$ cat config.mk
export PLATFORM = sky130hd
export DESIGN_NAME = mac_accumulator
export DESIGN_NICKNAME = d
export VERILOG_FILES = /design/src/rtl/mac_pkg.sv /design/src/rtl/mac_sat_add.sv /design/src/rtl/mac_accumulator.sv
export SDC_FILE = /design/constraint.sdc
export NUM_CORES = 1
export LEC_CHECK = 0
export BUFFER_PORTS_ARGS = -buffer_cell sky130_fd_sc_hd__buf_2
export CAP_MARGIN = 20
export CORE_MARGIN = 2
export CORE_UTILIZATION = 43
export DETAILED_ROUTE_END_ITERATION = 12
export PLACE_DENSITY = 0.74
export SETUP_SLACK_MARGIN = 0.2
export SLEW_MARGIN = 20
export SYNTH_ARGS = -nofsm -noshare
export SYNTH_HDL_FRONTEND = slang
export SYNTH_SLANG_ARGS = --single-unit
$ cat constraint.sdc
create_clock -name clk -period 7 [get_ports clk]
set_input_delay 0 -clock clk [delete_from_list [all_inputs] [get_ports clk]]
set_output_delay 0 -clock clk [all_outputs]
set_load 0.01 [all_outputs]
$ cat src/rtl/mac_pkg.sv
// mac_pkg: shared types and default sizes for the MAC accumulator slice.
package mac_pkg;

   // Frame-control states of the accumulator
   typedef enum logic [1:0] {
      ST_IDLE  = 2'd0,
      ST_ACCUM = 2'd1,
      ST_HOLD  = 2'd2
   } mac_state_e;

   // Default accumulator / result width (minimum 8)
   localparam int unsigned ACC_W_DEF = 10;
   // Default frame-length input width; frame length range is 1..2^LEN_W
   localparam int unsigned LEN_W_DEF = 4;
   // Width of the incoming product from the 4x4 array multiplier
   localparam int unsigned PROD_W    = 8;

endpackage : mac_pkg

$ cat src/rtl/mac_sat_add.sv
// mac_sat_add: combinational ACC_W + PROD_W unsigned add with carry out.
// Build option MAC_ACC_SAT_EN: when defined, a carry out clamps the sum to
// all-ones; when undefined, the sum wraps modulo 2^ACC_W.
module mac_sat_add
   import mac_pkg::*;
#(
   parameter int unsigned ACC_W = ACC_W_DEF
) (
   input  logic [ACC_W-1:0]  acc_i,
   input  logic [PROD_W-1:0] prod_i,
   output logic [ACC_W-1:0]  sum_o,
   output logic              carry_o
);

   logic [ACC_W:0] wide_sum;

   // One-bit-wider add; the top bit is the overflow carry
   always_comb begin
      wide_sum = {1'b0, acc_i} + (ACC_W+1)'(prod_i);
      carry_o  = wide_sum[ACC_W];
`ifdef MAC_ACC_SAT_EN
      // Once clamped, acc stays at all-ones: adding any prod to it either
      // carries again or (prod==0) leaves it unchanged.
      sum_o    = carry_o ? '1 : wide_sum[ACC_W-1:0];
`else
      sum_o    = wide_sum[ACC_W-1:0];
`endif
   end

endmodule : mac_sat_add

$ cat src/rtl/mac_accumulator.sv
// mac_accumulator: accumulates a programmable-length frame of 8-bit products
// into an ACC_W-bit sum and presents it on a held valid/ready result port.
// Build option MAC_ACC_SAT_EN (in mac_sat_add) selects saturating instead of
// wrapping accumulation; out_ovf is sticky per frame in both builds.
module mac_accumulator
   import mac_pkg::*;
#(
   parameter int unsigned ACC_W = ACC_W_DEF,
   parameter int unsigned LEN_W = LEN_W_DEF
) (
   input  logic              clk,
   input  logic              rst,
   input  logic              clear,
   input  logic [LEN_W-1:0]  len,
   input  logic              in_valid,
   output logic              in_ready,
   input  logic [PROD_W-1:0] prod,
   output logic              out_valid,
   input  logic              out_ready,
   output logic [ACC_W-1:0]  out_sum,
   output logic              out_ovf
);

   // Counter/target hold 1..2^LEN_W, so they need one extra bit
   localparam int unsigned CNT_W = LEN_W + 1;

   mac_state_e       state_q, state_d;
   logic [ACC_W-1:0] acc_q, acc_d;
   logic [CNT_W-1:0] cnt_q, cnt_d;
   logic [CNT_W-1:0] target_q, target_d;
   logic             ovf_q, ovf_d;

   logic             beat;
   logic [CNT_W-1:0] len_target;
   logic [CNT_W-1:0] cnt_inc;
   logic [ACC_W-1:0] add_base;
   logic [ACC_W-1:0] add_sum;
   logic             add_carry;

   // Handshake and operand selection; the first beat adds onto zero so the
   // same adder both loads and accumulates
   always_comb begin
      in_ready   = (state_q != ST_HOLD) && !clear;
      beat       = in_valid && in_ready;
      len_target = (len == '0) ? {1'b1, {LEN_W{1'b0}}} : {1'b0, len};
      cnt_inc    = cnt_q + CNT_W'(1);
      add_base   = (state_q == ST_IDLE) ? '0 : acc_q;
   end

   mac_sat_add #(
      .ACC_W(ACC_W)
   ) u_add (
      .acc_i  (add_base),
      .prod_i (prod),
      .sum_o  (add_sum),
      .carry_o(add_carry)
   );

   // Next-state, accumulator, counter and overflow update
   always_comb begin
      state_d  = state_q;
      acc_d    = acc_q;
      cnt_d    = cnt_q;
      target_d = target_q;
      ovf_d    = ovf_q;

      unique case (state_q)
         ST_IDLE: begin
            if (beat) begin
               target_d = len_target;
               acc_d    = add_sum;
               cnt_d    = CNT_W'(1);
               ovf_d    = add_carry;
               state_d  = (len_target == CNT_W'(1)) ? ST_HOLD : ST_ACCUM;
            end
         end
         ST_ACCUM: begin
            if (beat) begin
               acc_d = add_sum;
               cnt_d = cnt_inc;
               ovf_d = ovf_q | add_carry;
               if (cnt_inc == target_q) begin
                  state_d = ST_HOLD;
               end
            end
         end
         ST_HOLD: begin
            if (out_ready) begin
               state_d = ST_IDLE;
            end
         end
         default: begin
            state_d = ST_IDLE;
         end
      endcase

      if (clear) begin
         state_d  = ST_IDLE;
         acc_d    = '0;
         cnt_d    = '0;
         target_d = '0;
         ovf_d    = 1'b0;
      end
   end

   // State registers with synchronous reset
   always_ff @(posedge clk) begin
      if (rst) begin
         state_q  <= ST_IDLE;
         acc_q    <= '0;
         cnt_q    <= '0;
         target_q <= '0;
         ovf_q    <= 1'b0;
      end else begin
         state_q  <= state_d;
         acc_q    <= acc_d;
         cnt_q    <= cnt_d;
         target_q <= target_d;
         ovf_q    <= ovf_d;
      end
   end

   // Result port driven straight from registers
   always_comb begin
      out_valid = (state_q == ST_HOLD);
      out_sum   = acc_q;
      out_ovf   = ovf_q;
   end

endmodule : mac_accumulator

## Word-level counts from Yosys, hierarchy flattened

Index checks and enable logic that the tools add are counted.
Widths: inputs -> output; s select.

- Word-level logic and storage cells: 43
- Flip-flop bits (word level): 23

- Equal/unequal tests: 9
- Bitwise logic cells: 1
- Reductions and logical operators: 12
- Add/sub/neg operators: 2
- Muxes and demuxes: 14

Operators with widths:

| cell | count |
|---|---|
| $mux 5 | 3 |
| $add 10x8->11 | 1 |
| $mux 10 | 1 |
| $mux 2 | 5 |
| $pmux 5 s2 | 1 |
| $ne 2x2->1 const B | 4 |
| $pmux 2 s3 | 1 |
| $add 5x1->5 const B | 1 |
| $eq 5x1->1 const B | 1 |
| $eq 5x5->1 | 1 |
| $logic_not 4->1 | 1 |
| $reduce_and 2->1 | 2 |
| $reduce_and 4->1 | 1 |
| $reduce_or 2->1 | 2 |
| $reduce_and 3->1 | 1 |
| $eq 2x1->1 const B | 1 |
| $eq 2x2->1 const B | 1 |
| $logic_and 1x1->1 | 2 |
| $logic_not 2->1 | 1 |
| $mux 1 | 2 |
| $ne 2x1->1 const B | 1 |
| $pmux 1 s2 | 1 |
| $reduce_bool 2->1 | 1 |
| $logic_not 1->1 | 1 |
| $or 1x1->1 | 1 |

## Logic depth before layout (Yosys ltp)

Gate-level depths: netlist of the first run.

- Word-level depth: 6
- Depth in mapped cells: 10
- Depth with buffers taken out: 9

## Modules after synthesis

From an unflattened synthesis of the first run, not the netlist that was laid out.

- Cells, all modules: 204
- Area total of the unflattened synthesis: 1569.0 um2

By module, submodules not included:

| module | instances | area each (um2) | cells an instance |
|---|---|---|---|
| mac_accumulator | 1 | 1133.6 | 143 |
| mac_sat_add | 1 | 435.4 | 61 |

## Worst setup path before layout of the first run

Ideal clock, no wire load.

- Kind: register -> register
- Start point: register state_q[1]
- End point: register acc_q[8], in the netlist out_sum[8]
- Data arrival time: 2302 ps
- Slack: 4571 ps
- Stages on the path, launching flop included: 11
- Clock period less this slack: 2429 ps
- Required time: 6872 ps
- Cells stage by stage: dfxtp_1 buf_6 nor2_1 nor2b_1 ha_1 fa_1 a211oi_1 nor2_1 o41ai_1 xnor2_1 nor2_1

- Word-level cells in the longest chain between the ends: 4
- Elaborated cells on any way between the ends: 9
- Classes of those cells: 1 x add/sub; 2 x eq/ne; 1 x mux; 5 x reduce/logical

Ends and longest elaborated chain:

| item | line | RTL |
|---|---|---|
| start: declaration | mac_accumulator.sv:27 | `mac_state_e state_q, state_d;` |
| start signal: assignment | mac_accumulator.sv:115 | `state_q <= state_d;` |
| branches (longest 4 deep; another with $add 10x8->11) | -- |  |
| end signal: assignment | mac_accumulator.sv:110 | `acc_q <= '0;` |
| end signal: assignment | mac_accumulator.sv:116 | `acc_q <= acc_d;` |
| end: declaration | mac_accumulator.sv:28 | `logic [ACC_W-1:0] acc_q, acc_d;` |

Parallel ways; which one is timed is not known.
A chain may end at the register's enable or synchronous reset.

## Worst setup path in the final report of the first run

- Start point: register state_q[0]
- End point: register ovf_q, in the netlist out_ovf

- Word-level cells in the longest chain between the ends: 6
- Elaborated cells on any way between the ends: 15
- Classes of those cells: 1 x add/sub; 4 x eq/ne; 4 x mux; 1 x bitwise; 5 x reduce/logical

Ends and longest elaborated chain:

| item | line | RTL |
|---|---|---|
| $logic_not 2->1 | mac_accumulator.sv:47, mac_accumulator.sv:67 |  |
| $mux 10 | mac_accumulator.sv:47 | `add_base = (state_q == ST_IDLE) ? '0 : acc_q;` |
| $add 10x8->11 | mac_sat_add.sv:19 | `wide_sum = {1'b0, acc_i} + (ACC_W+1)'(prod_i);` |
| $or 1x1->1 | mac_accumulator.sv:81 | `ovf_d = ovf_q \| add_carry;` |
| $mux 1 | mac_accumulator.sv:78 | `if (beat) begin` |
| $pmux 1 s2 | mac_accumulator.sv:67 | `unique case (state_q)` |
| end signal: assignment | mac_accumulator.sv:119 | `ovf_q <= ovf_d;` |
| end: declaration | mac_accumulator.sv:31 | `logic ovf_q, ovf_d;` |

Parallel ways exist; a longest one is shown, timed or not. The select of a mux whose other input is x is not followed.

==> impl_results.md, run 1 <==
- Status: finished clean
- Synth cell types: 37
- Critical path's slowest cell: sky130_fd_sc_hd__nor2_1
- Global-route wire length before repair: 5216 µm
- Type of element capturing the critical path: flop
- Cell depth of the worst setup path: 9
- Core ar.: 0.003103 mm²
- GRT Total Usage: 18.29%
- DP HPWL: 2315 µm
- Maxcap violations: 0
- Via-per-instance ratio: 5.367
- Highest net fanout along the worst path: 14
- Worst reg2reg endpoint: out_ovf
- 1st-pass router iterations: 4
- Final ANT Viol Nets: 0
- FF-to-FF Start: state_q[0]
- Antenna Cells: 0
- DP Worst Slack: 4.121 ns
- Number of setup violations in the final report: 0
- Most frequent cell on the critical path: sky130_fd_sc_hd__nor2_1
- Number of inserted filler cells in the final layout: 314
- Io pins: 30
- Slew HR: 32.17%
- Number of clock sinks: 23
- Fin. max-slew vios: 0
- Cell count after placement: 240
- Std-Cell Rows: 20
- Final-stage net count: 232
- TritonCTS clock tree: done
- Startpoint kind of the worst setup timing path: flop
- Total number of H-tree levels: 1
- Net Count, Synth: 202
- Number of cells produced by synthesis: 175
- Number of cell instances on the worst register-to-register path: 9
- Total setup buffers inserted after CTS: 0
- Async set-reset flop share out of synthesis: 0%
- Kind of cell adding the most delay to the critical path: compound AO/OA/AOI/OAI gates
- Inserted Clock Buffers: 3
- Achievable clock frequency: 342.6 MHz
- Post-route minimum period: 2.919 ns
- CP peak stage delay: 0.58 ns
- Port-buffer cells: 29
- Chip Height: 61.80 µm
- TNS Setup: 0 ns
- Final instance count without filler cells: 248
- Number of DRC markers in iteration 0: 24
- Starting utilization of the core area: 46.29%
- Initial antenna violation count: 0
- Final core utilization: 53.67%
- Clock Pin Slew Worst Setup and Hold Paths: 0.13 ns
- Worst Tran Pin Value: 1.013 ns
- Final Wtd Congestion: 0.8372
- Worst-case vdd ir drop: 109.0 µV
- Vias: 1331
- DRC violation count after routing: 0
- Portion of the clock cycle consumed by the worst path in the final layout: 41.70%
- Layout overhead on the synthesized area: 15.94%
- Area share of the largest cell type after synthesis: 32.06%
- Worst path cell trace: nor2_1, nor2b_1, ha_1, fa_1, a211oi_1, nor2_1, o41ai_1, o31a_1, nor2_1
- Reported leakage power: 0.6954 nW
- Register-to-register setup slack: 4.08 ns
- Worst-case setup margin in the final layout: 4.081 ns
- Fraction of layout cells with a size suffix above 1: 17.16%
- Class of the tightest hold or removal check: input port to flop
- Average wire per standard cell: 12.82 µm
- Count of endpoints failing hold in the final timing report: 0
- Average size of a mapped cell: 8.208 µm²
- Hold WS: 0.02281 ns
- Die ar.: 0.003819 mm²
- Worst Path Buf+Inv: 0
- Crit path from: state_q[0]
- Portion of the post-synthesis area used by sequential elements: 32.06%
- Post-synth top area cell: sky130_fd_sc_hd__dfxtp_1
- Post-cts repair resize count: 0
- Maximum root-to-sink buffer count: 2
- Clock root buffer: sky130_fd_sc_hd__clkbuf_4
- Clock network latency to the later pin of the worst-skew pair: 0.32 ns
- Sum of overflow across all layers after global routing: 0
- Cell types occupying the most area after synthesis: sky130_fd_sc_hd__dfxtp_1 (32%), sky130_fd_sc_hd__ha_1 (7.8%), sky130_fd_sc_hd__nor2_1 (5.0%)
- Critical path data arrival time: 3.13 ns
- Warnings, synthesis: 0
- Largest net degree at the start of global routing: 23
- Category of the critical setup timing path: flop to flop
- Critical Path RT: 7.21 ns
- Total of flip-flops plus latches after synthesis: 23
- Worst setup skew after layout: 0.003420 ns
- Number of flops mapped to enable cells by yosys: 0
- Post-Syn Area: 0.001436 mm²
- Crit path capture: out_ovf
- Primary flip-flop cell chosen by synthesis mapping: sky130_fd_sc_hd__dfxtp_1
- Vias in the first global route: 1250
- Leading cell type by number of instances after synthesis: sky130_fd_sc_hd__dfxtp_1
- RSZ-0062 raised after global routing: no
- Post-synth top cells: sky130_fd_sc_hd__dfxtp_1 (23), sky130_fd_sc_hd__nor2_1 (19), sky130_fd_sc_hd__nand2_1 (16)
- Chip width: 61.80 µm
- Aggregate routed wire length: 3180 µm
- Power density normalized to cell area: 139.8 mW/mm²
[sequential cells by signal (all words and copies together), names as in the netlist]
signal,flops
cnt_q,5
state_q,2
out_sum,10
out_ovf,1
target_q,5
[routing by layer]
metal	vias to the layer above	GRT usage [%]	share of wire (%)	wire, µm
li1	688	-	-	-
met1	605	21.32	46	1468
met2	33	32.63	49	1548
met3	5	3.934	4.2	132
met4	0	6.991	0.97	31
met5	-	0	0	0
[through the flow]
stage | area (µm²) | power [mW]
2_1_floorplan | 1436 | 0.1579
3_3_place_gp | 1598 | 0.1689
3_5_place_dp | 1598 | 0.1691
4_1_cts | 1665 | 0.2363
5_1_grt | 1665 | 0.2455
6_report | 1665 | 0.2328
[tightest hold or removal path: cells and delay by family]
| kind | cells | cell delay, ns |
|---|---|---|
| AO/OA/AOI/OAI | 2 | 0.13 |
| buffers and inverters | 1 | 0.09 |
| AND/OR/NAND/NOR | 1 | 0.09 |
[where the power goes]
group / switching (mW) / internal (mW) / leakage (nW) / total, mW
combinational: 0.0186 / 0.0140 / 0.492 / 0.0326
sequential: 0.00216 / 0.133 / 0.186 / 0.135
clock: 0.0434 / 0.0214 / 0.0177 / 0.0649
[logic make-up (layout without fill, tap and decap cells)]
group	after synthesis	after routing	synth area share, %
compound gates	43	43	19.42
xor+xnor	12	12	7.317
fa+ha+maj	10	10	9.234
buf+inv	11	40	3.484
flops	23	23	32.06
mux	5	5	3.484
simple gates	71	71	25.00
[what timing repair did]
item                                    CTS  global route
endpoints found under the hold margin     4             0
endpoints found under the setup margin    0             0
hold buffers                              4             0
[layout make-up]
| class | instances | area [µm²] | area share, % |
|---|---|---|---|
| multi-input cells | 141 | 925.9 | 55.60 |
| clock buffers | 3 | 22.52 | 1.352 |
| clock inverters | 1 | 5.005 | 0.3005 |
| well taps | 44 | 55.05 | 3.306 |
| flip-flops and latches | 23 | 460.4 | 27.65 |
| inverters | 3 | 11.26 | 0.6762 |
| repair buffers | 33 | 185.2 | 11.12 |
[worst min-delay path by stage]
stage               startpoint          end  slack [ns]  cells past startpoint
floorplan                clear     in_ready        0.05                      1
global route               rst     cnt_q[0]        0.02                      4
global placement        len[1]  target_q[1]        0.25                      3
detailed placement      len[1]  target_q[1]        0.26                      3
CTS                        rst     cnt_q[0]        0.01                      4
finish                     rst     cnt_q[0]        0.02                      4
[placed cells by master, fill, tap and decap left out, drive strengths merged, types with 2 or more instances in the layout]
| master | instances |
|---|---|
| nand3 | 7 |
| o21ai | 7 |
| a32oi | 2 |
| nor3 | 3 |
| xnor2 | 8 |
| dlygate4sd3 | 4 |
| a22oi | 2 |
| or4 | 2 |
| xor2 | 4 |
| clkbuf | 3 |
| buf | 29 |
| nor3b | 2 |
| nand2 | 16 |
| ha | 9 |
| mux2i | 5 |
| nor2b | 9 |
| a31oi | 4 |
| a21oi | 11 |
| nor4 | 2 |
| nor2 | 19 |
| a21o | 5 |
| inv | 3 |
| or3 | 3 |
| o211ai | 3 |
| a211oi | 6 |
| nand4 | 3 |
| dfxtp | 23 |
(Power assumes the default switching activity.)
==> run 2: changes to the inputs <==
- PLACE_DENSITY: 0.74 -> 0.77
- clock period: 7 -> 2.65 ns (I/O delays scaled with it)
==> impl_results.md, run 2 (synthesized netlist as in run 1, its figures left out) <==
- Via-per-instance ratio: 5.345
- Achievable clock frequency: 447.6 MHz
- Overall Power: 0.6218 mW
- Largest net degree at the start of global routing: 23
- Switching part of the total: 27.97%
- DRC violation count after routing: 0
- Number of clock sinks: 23
- Fin. max-slew vios: 0
- Aggregate routed wire length: 3219 µm
- Critical path data arrival time: 2.48 ns
- Portion of the clock cycle consumed by the worst path in the final layout: 84.30%
- Average wire per standard cell: 12.77 µm
- Total setup buffers inserted after CTS: 0
- Register-to-register setup slack: 0.42 ns
- Count of endpoints failing hold in the final timing report: 0
- CP peak stage delay: 0.48 ns
- 1st-pass router iterations: 4
- Clock Pin Slew Worst Setup and Hold Paths: 0.15 ns
- Max reg flops: 10
- Vias in the first global route: 1189
- TNS Setup: 0 ns
- Startpoint kind of the worst setup timing path: flop
- Category of the critical setup timing path: flop to flop
- Type of element capturing the critical path: flop
- Sequential fraction of design power: 57.3%
- Clock power frac: 28.1%
- RSZ-0062 raised after global routing: no
- Core ar.: 0.003103 mm²
- Net switching component of the power: 0.1739 mW
- Port-buffer cells: 29
- Final-stage net count: 236
- Vias: 1347
- Critical path's slowest cell: sky130_fd_sc_hd__or4_1
- Clock network latency to the later pin of the worst-skew pair: 0.32 ns
- Internal power of the cells: 0.4479 mW
- Reported leakage power: 0.7284 nW
- Class of the tightest hold or removal check: input port to flop
- Layout overhead on the synthesized area: 19.08%
- Number of setup violations in the final report: 0
- Power density normalized to cell area: 363.6 mW/mm²
- Number of inserted filler cells in the final layout: 305
- GRT Total Usage: 18.15%
- Final ANT Viol Nets: 0
- Maximum root-to-sink buffer count: 2
- TritonCTS clock tree: done
- Antenna Cells: 0
- Clock root buffer: sky130_fd_sc_hd__clkbuf_4
- Kind of cell adding the most delay to the critical path: simple AND/OR/NAND/NOR gates
- Critical Path RT: 2.90 ns
- Slew HR: 61.89%
- Std-Cell Rows: 20
- DP HPWL: 2288 µm
- Worst path cell trace: nor2_4, buf_4, nor2b_1, ha_1, a21o_1, a21oi_1, a211oi_1, or4_1, a31oi_1
- Final Wtd Congestion: 0.8636
- Total number of H-tree levels: 1
- Initial antenna violation count: 0
- Global-route wire length before repair: 5195 µm
- Worst-case vdd ir drop: 149.1 µV
- Io pins: 30
- Starting utilization of the core area: 46.29%
- Worst setup skew after layout: 0.01161 ns
- Inserted Clock Buffers: 3
- Number of DRC markers in iteration 0: 68
- Worst Path Buf+Inv: 1
- Fraction of layout cells with a size suffix above 1: 19.71%
- Post-route minimum period: 2.234 ns
- Worst Tran Pin Value: 0.5716 ns
- Die ar.: 0.003819 mm²
- Chip Height: 61.80 µm
- Highest net fanout along the worst path: 5
- Status: finished clean
- Commonest cells after routing, fill and taps aside: sky130_fd_sc_hd__buf_2 (29), sky130_fd_sc_hd__dfxtp_1 (23), sky130_fd_sc_hd__nor2_1 (18)
- Share of total power in combinational logic: 14.6%
- Chip width: 61.80 µm
- Sum of overflow across all layers after global routing: 0
- Maxcap violations: 0
- Commonest non-fill, non-tap cell in the layout: sky130_fd_sc_hd__buf_2
[run 2: cell types whose count changed in the layout (fill, tap and decap cells not counted)]
cell	delta
sky130_fd_sc_hd__buf_4	+4
sky130_fd_sc_hd__nor2_1	-1
sky130_fd_sc_hd__nor2_4	+1
sky130_fd_sc_hd__o41ai_1	-1
sky130_fd_sc_hd__o41ai_2	+1
[run 2: cell type report]
type	instances	area (µm²)	share of cell area [%]
sequential	23	460.4	26.92
tap	44	55.05	3.219
inverter	3	11.26	0.6584
clock buffer	3	22.52	1.317
clock inverter	1	5.005	0.2926
timing repair buffer	37	215.2	12.58
multi-input combinational	141	940.9	55.01
[run 2: power by group through the flow]
stage / Combinational (mW) / Clock [mW] / Sequential [mW]
after floorplan: 0.0524 / 0 / 0.365
after global placement: 0.0848 / 0 / 0.363
after detailed placement: 0.0850 / 0 / 0.364
after CTS: 0.0900 / 0.174 / 0.356
after global routing: 0.102 / 0.188 / 0.357
final: 0.0910 / 0.174 / 0.356
[run 2: timing repair]
item                                   4_1_cts  5_1_grt
setup endpoints to repair                    0        3
resized for setup                            0        3
endpoints found under the hold margin        4        0
hold buffers                                 4        0
[run 2: metrics by stage]
step                utilization, %  area, µm²  hold slack (ns)  setup slack (ns)  std cells
detailed placement           52.46       1628           0.2580            0.2341        244
CTS                          54.64       1695          0.01410            0.2074        252
finish                       55.12       1710          0.02557            0.4161        252
global route                 55.12       1710          0.05090            0.2523        252
floorplan                        -       1436          0.04753            0.2206        175
global placement             52.46       1628           0.2462            0.3087        244
[run 2: path summary, 6_finish.rpt]
path	startpoint	endpoint	depth (start not counted)
worst max-delay path	state_q[1]	out_sum[9]	9
worst min-delay path	rst	cnt_q[0]	4
worst max register to register	state_q[1]	out_sum[9]	9
worst min register to register	out_sum[0]	out_sum[0]	2
[run 2: per-layer routing]
metal	GRT usage, %	share of wire, %	vias up
met1	25.48	49	609
met2	28.12	46	31
met3	2.692	3.9	4
met4	6.991	1.3	0
met5	0	0	-
li1	-	-	703
[run 2: worst register-to-register path, stage by stage, from the launching register on]
cell and delay [ns]:
sky130_fd_sc_hd__dfxtp_1 0.36, sky130_fd_sc_hd__nor2_4 0.15, sky130_fd_sc_hd__buf_4 0.16, sky130_fd_sc_hd__nor2b_1 0.05, sky130_fd_sc_hd__ha_1 0.33, sky130_fd_sc_hd__a21o_1 0.20
sky130_fd_sc_hd__a21oi_1 0.16, sky130_fd_sc_hd__a211oi_1 0.10, sky130_fd_sc_hd__or4_1 0.48, sky130_fd_sc_hd__a31oi_1 0.16
==> run 3: changes to the inputs <==
- clock period: 2.65 -> 1.9 ns (I/O delays scaled with it)
==> impl_results.md, run 3 (synthesized netlist as in run 1, its figures left out) <==
- Status: finished, violations left
- Violated checks: setup timing
- Cell count after placement: 261
- Total number of H-tree levels: 1
- Crit path from: state_q[0]
- Aggregate routed wire length: 3785 µm
- Fin. max-slew vios: 0
- Clock Pin Slew Worst Setup and Hold Paths: 0.15 ns
- Worst setup skew after layout: 0.01344 ns
- Maxcap violations: 0
- Number of setup violations in the final report: 6
- Core ar.: 0.003103 mm²
- Number of clock sinks: 23
- Average wire per standard cell: 13.76 µm
- Type of element capturing the critical path: flop
- Max reg flops: 10
- Number of cell instances on the worst register-to-register path: 9
- Worst-case setup margin in the final layout: -0.2414 ns
- Commonest non-fill, non-tap cell in the layout: sky130_fd_sc_hd__buf_2
- Slew HR: 69.59%
- Die ar.: 0.003819 mm²
- Register-to-register setup slack: -0.24 ns
- Final instance count without filler cells: 275
- Critical Path RT: 2.10 ns
- Initial antenna violation count: 0
- Worst-case vdd ir drop: 289.7 µV
- TNS Setup: -1.211 ns
- Vias: 1474
- Class of the tightest hold or removal check: input port to flop
- Final Wtd Congestion: 0.8412
- Chip Height: 61.80 µm
- DRC violation count after routing: 0
- Final ANT Viol Nets: 0
- Worst reg2reg endpoint: out_ovf
- Std-Cell Rows: 20
- Fraction of layout cells with a size suffix above 1: 34.63%
- Highest net fanout along the worst path: 6
- Inserted Clock Buffers: 3
- Antenna Cells: 0
- GRT Total Usage: 20.46%
- Critical path's slowest cell: sky130_fd_sc_hd__dfxtp_2
- Port-buffer cells: 29
- Startpoint kind of the worst setup timing path: flop
- DP HPWL: 2510 µm
- Layout overhead on the synthesized area: 37.02%
- Maximum root-to-sink buffer count: 2
- Sum of overflow across all layers after global routing: 0
- Final core utilization: 63.43%
- Number of inserted filler cells in the final layout: 260
- Commonest cells after routing, fill and taps aside: sky130_fd_sc_hd__buf_2 (29), sky130_fd_sc_hd__buf_4 (25), sky130_fd_sc_hd__dfxtp_1 (21)
- Category of the critical setup timing path: flop to flop
- Via-per-instance ratio: 5.360
- Power density normalized to cell area: 453.6 mW/mm²
- TritonCTS clock tree: done
- Achievable clock frequency: 467.0 MHz
- Critical path data arrival time: 2.34 ns
- Largest net degree at the start of global routing: 23
- Worst path cell trace: nor2_4, nor2b_1, ha_2, fa_2, a211oi_2, nor2_2, o41ai_4, o31a_1, nor2_1
- Number of DRC markers in iteration 0: 101
- FF-to-FF Start: state_q[0]
- RSZ-0062 raised after global routing: yes
- Portion of the clock cycle consumed by the worst path in the final layout: 112.7%
- Final-stage net count: 259
- Clock network latency to the later pin of the worst-skew pair: 0.32 ns
- Clock root buffer: sky130_fd_sc_hd__clkbuf_4
- Post-route minimum period: 2.141 ns
- Vias in the first global route: 1371
- 1st-pass router iterations: 4
- Worst Tran Pin Value: 0.4514 ns
- Count of endpoints failing hold in the final timing report: 0
- Io pins: 30
- Reported leakage power: 0.8617 nW
- CP peak stage delay: 0.36 ns
- Crit path capture: out_ovf
- Global-route wire length before repair: 5913 µm
- Starting utilization of the core area: 46.29%
- Chip width: 61.80 µm
-- run 3: cell count changes in the layout (fill, tap and decap cells not counted), sizes merged --
cell,previous run,this run
buf,33,56
-- run 3: metal layers --
layer | part of all wire, % | vias up | track usage, %
met4 | 1.7 | 0 | 5.471
met1 | 44 | 671 | 27.63
met5 | 0 | - | 0
li1 | - | 743 | -
met3 | 5.2 | 8 | 3.313
met2 | 49 | 52 | 33.98
-- run 3: repair_timing --
action / 4_1_cts / 5_1_grt
resized for setup: 5 / 11
hold buffers: 4 / 0
hold endpoints to repair: 4 / 0
pin swaps: 7 / 7
setup endpoints to repair: 7 / 11
gates cloned: 0 / 0
buffers inserted: 3 / 3
-- run 3: per-stage QoR --
step | setup slack (ns) | hold slack (ns) | total power [mW] | instance area [µm²]
final | -0.2414 | 0.03628 | 0.8927 | 1968
after global routing | -0.3409 | 0.06300 | 0.9325 | 1968
after CTS | -0.1734 | 0.02858 | 0.8867 | 1888
after detailed placement | -0.2260 | 0.2566 | 0.6447 | 1787
after global placement | -0.1502 | 0.2489 | 0.6435 | 1787
after floorplan | -0.1919 | 0.04753 | 0.5837 | 1468
-- run 3: cell type report --
class | count | area [µm²] | share of cell area, %
sequential | 23 | 462.9 | 23.52
multi-input combinational | 141 | 1016 | 51.62
timing repair buffer | 60 | 395.4 | 20.09
clock buffer | 3 | 22.52 | 1.144
clock inverter | 1 | 5.005 | 0.2543
inverter | 3 | 11.26 | 0.5722
tap | 44 | 55.05 | 2.797
-- run 3: worst min path at each step --
stage                 from          end  slack (ns)  depth (start not counted)
global placement    len[1]  target_q[1]        0.25                          3
CTS                    rst     cnt_q[0]        0.03                          4
global route           rst     cnt_q[0]        0.06                          4
floorplan            clear     in_ready        0.05                          1
detailed placement  len[1]  target_q[1]        0.26                          3
finish                 rst     cnt_q[0]        0.04                          4
-- run 3: power by group --
part / leakage [nW] / total [mW] / internal [mW] / switching (mW)
clock network: 0.0177 / 0.238 / 0.0786 / 0.160
logic: 0.657 / 0.158 / 0.0746 / 0.0837
registers: 0.187 / 0.496 / 0.491 / 0.00536
total: 0.862 / 0.893 / 0.644 / 0.249
-- run 3: worst max-delay path: cells and delay by family, from the launching register on --
| family | cells | cell delay (ns) |
|---|---|---|
| AOI/OAI and AO/OA | 3 | 0.72 |
| adders and majority gates | 2 | 0.54 |
| and+or+nand+nor | 4 | 0.40 |
| DFF | 1 | 0.36 |
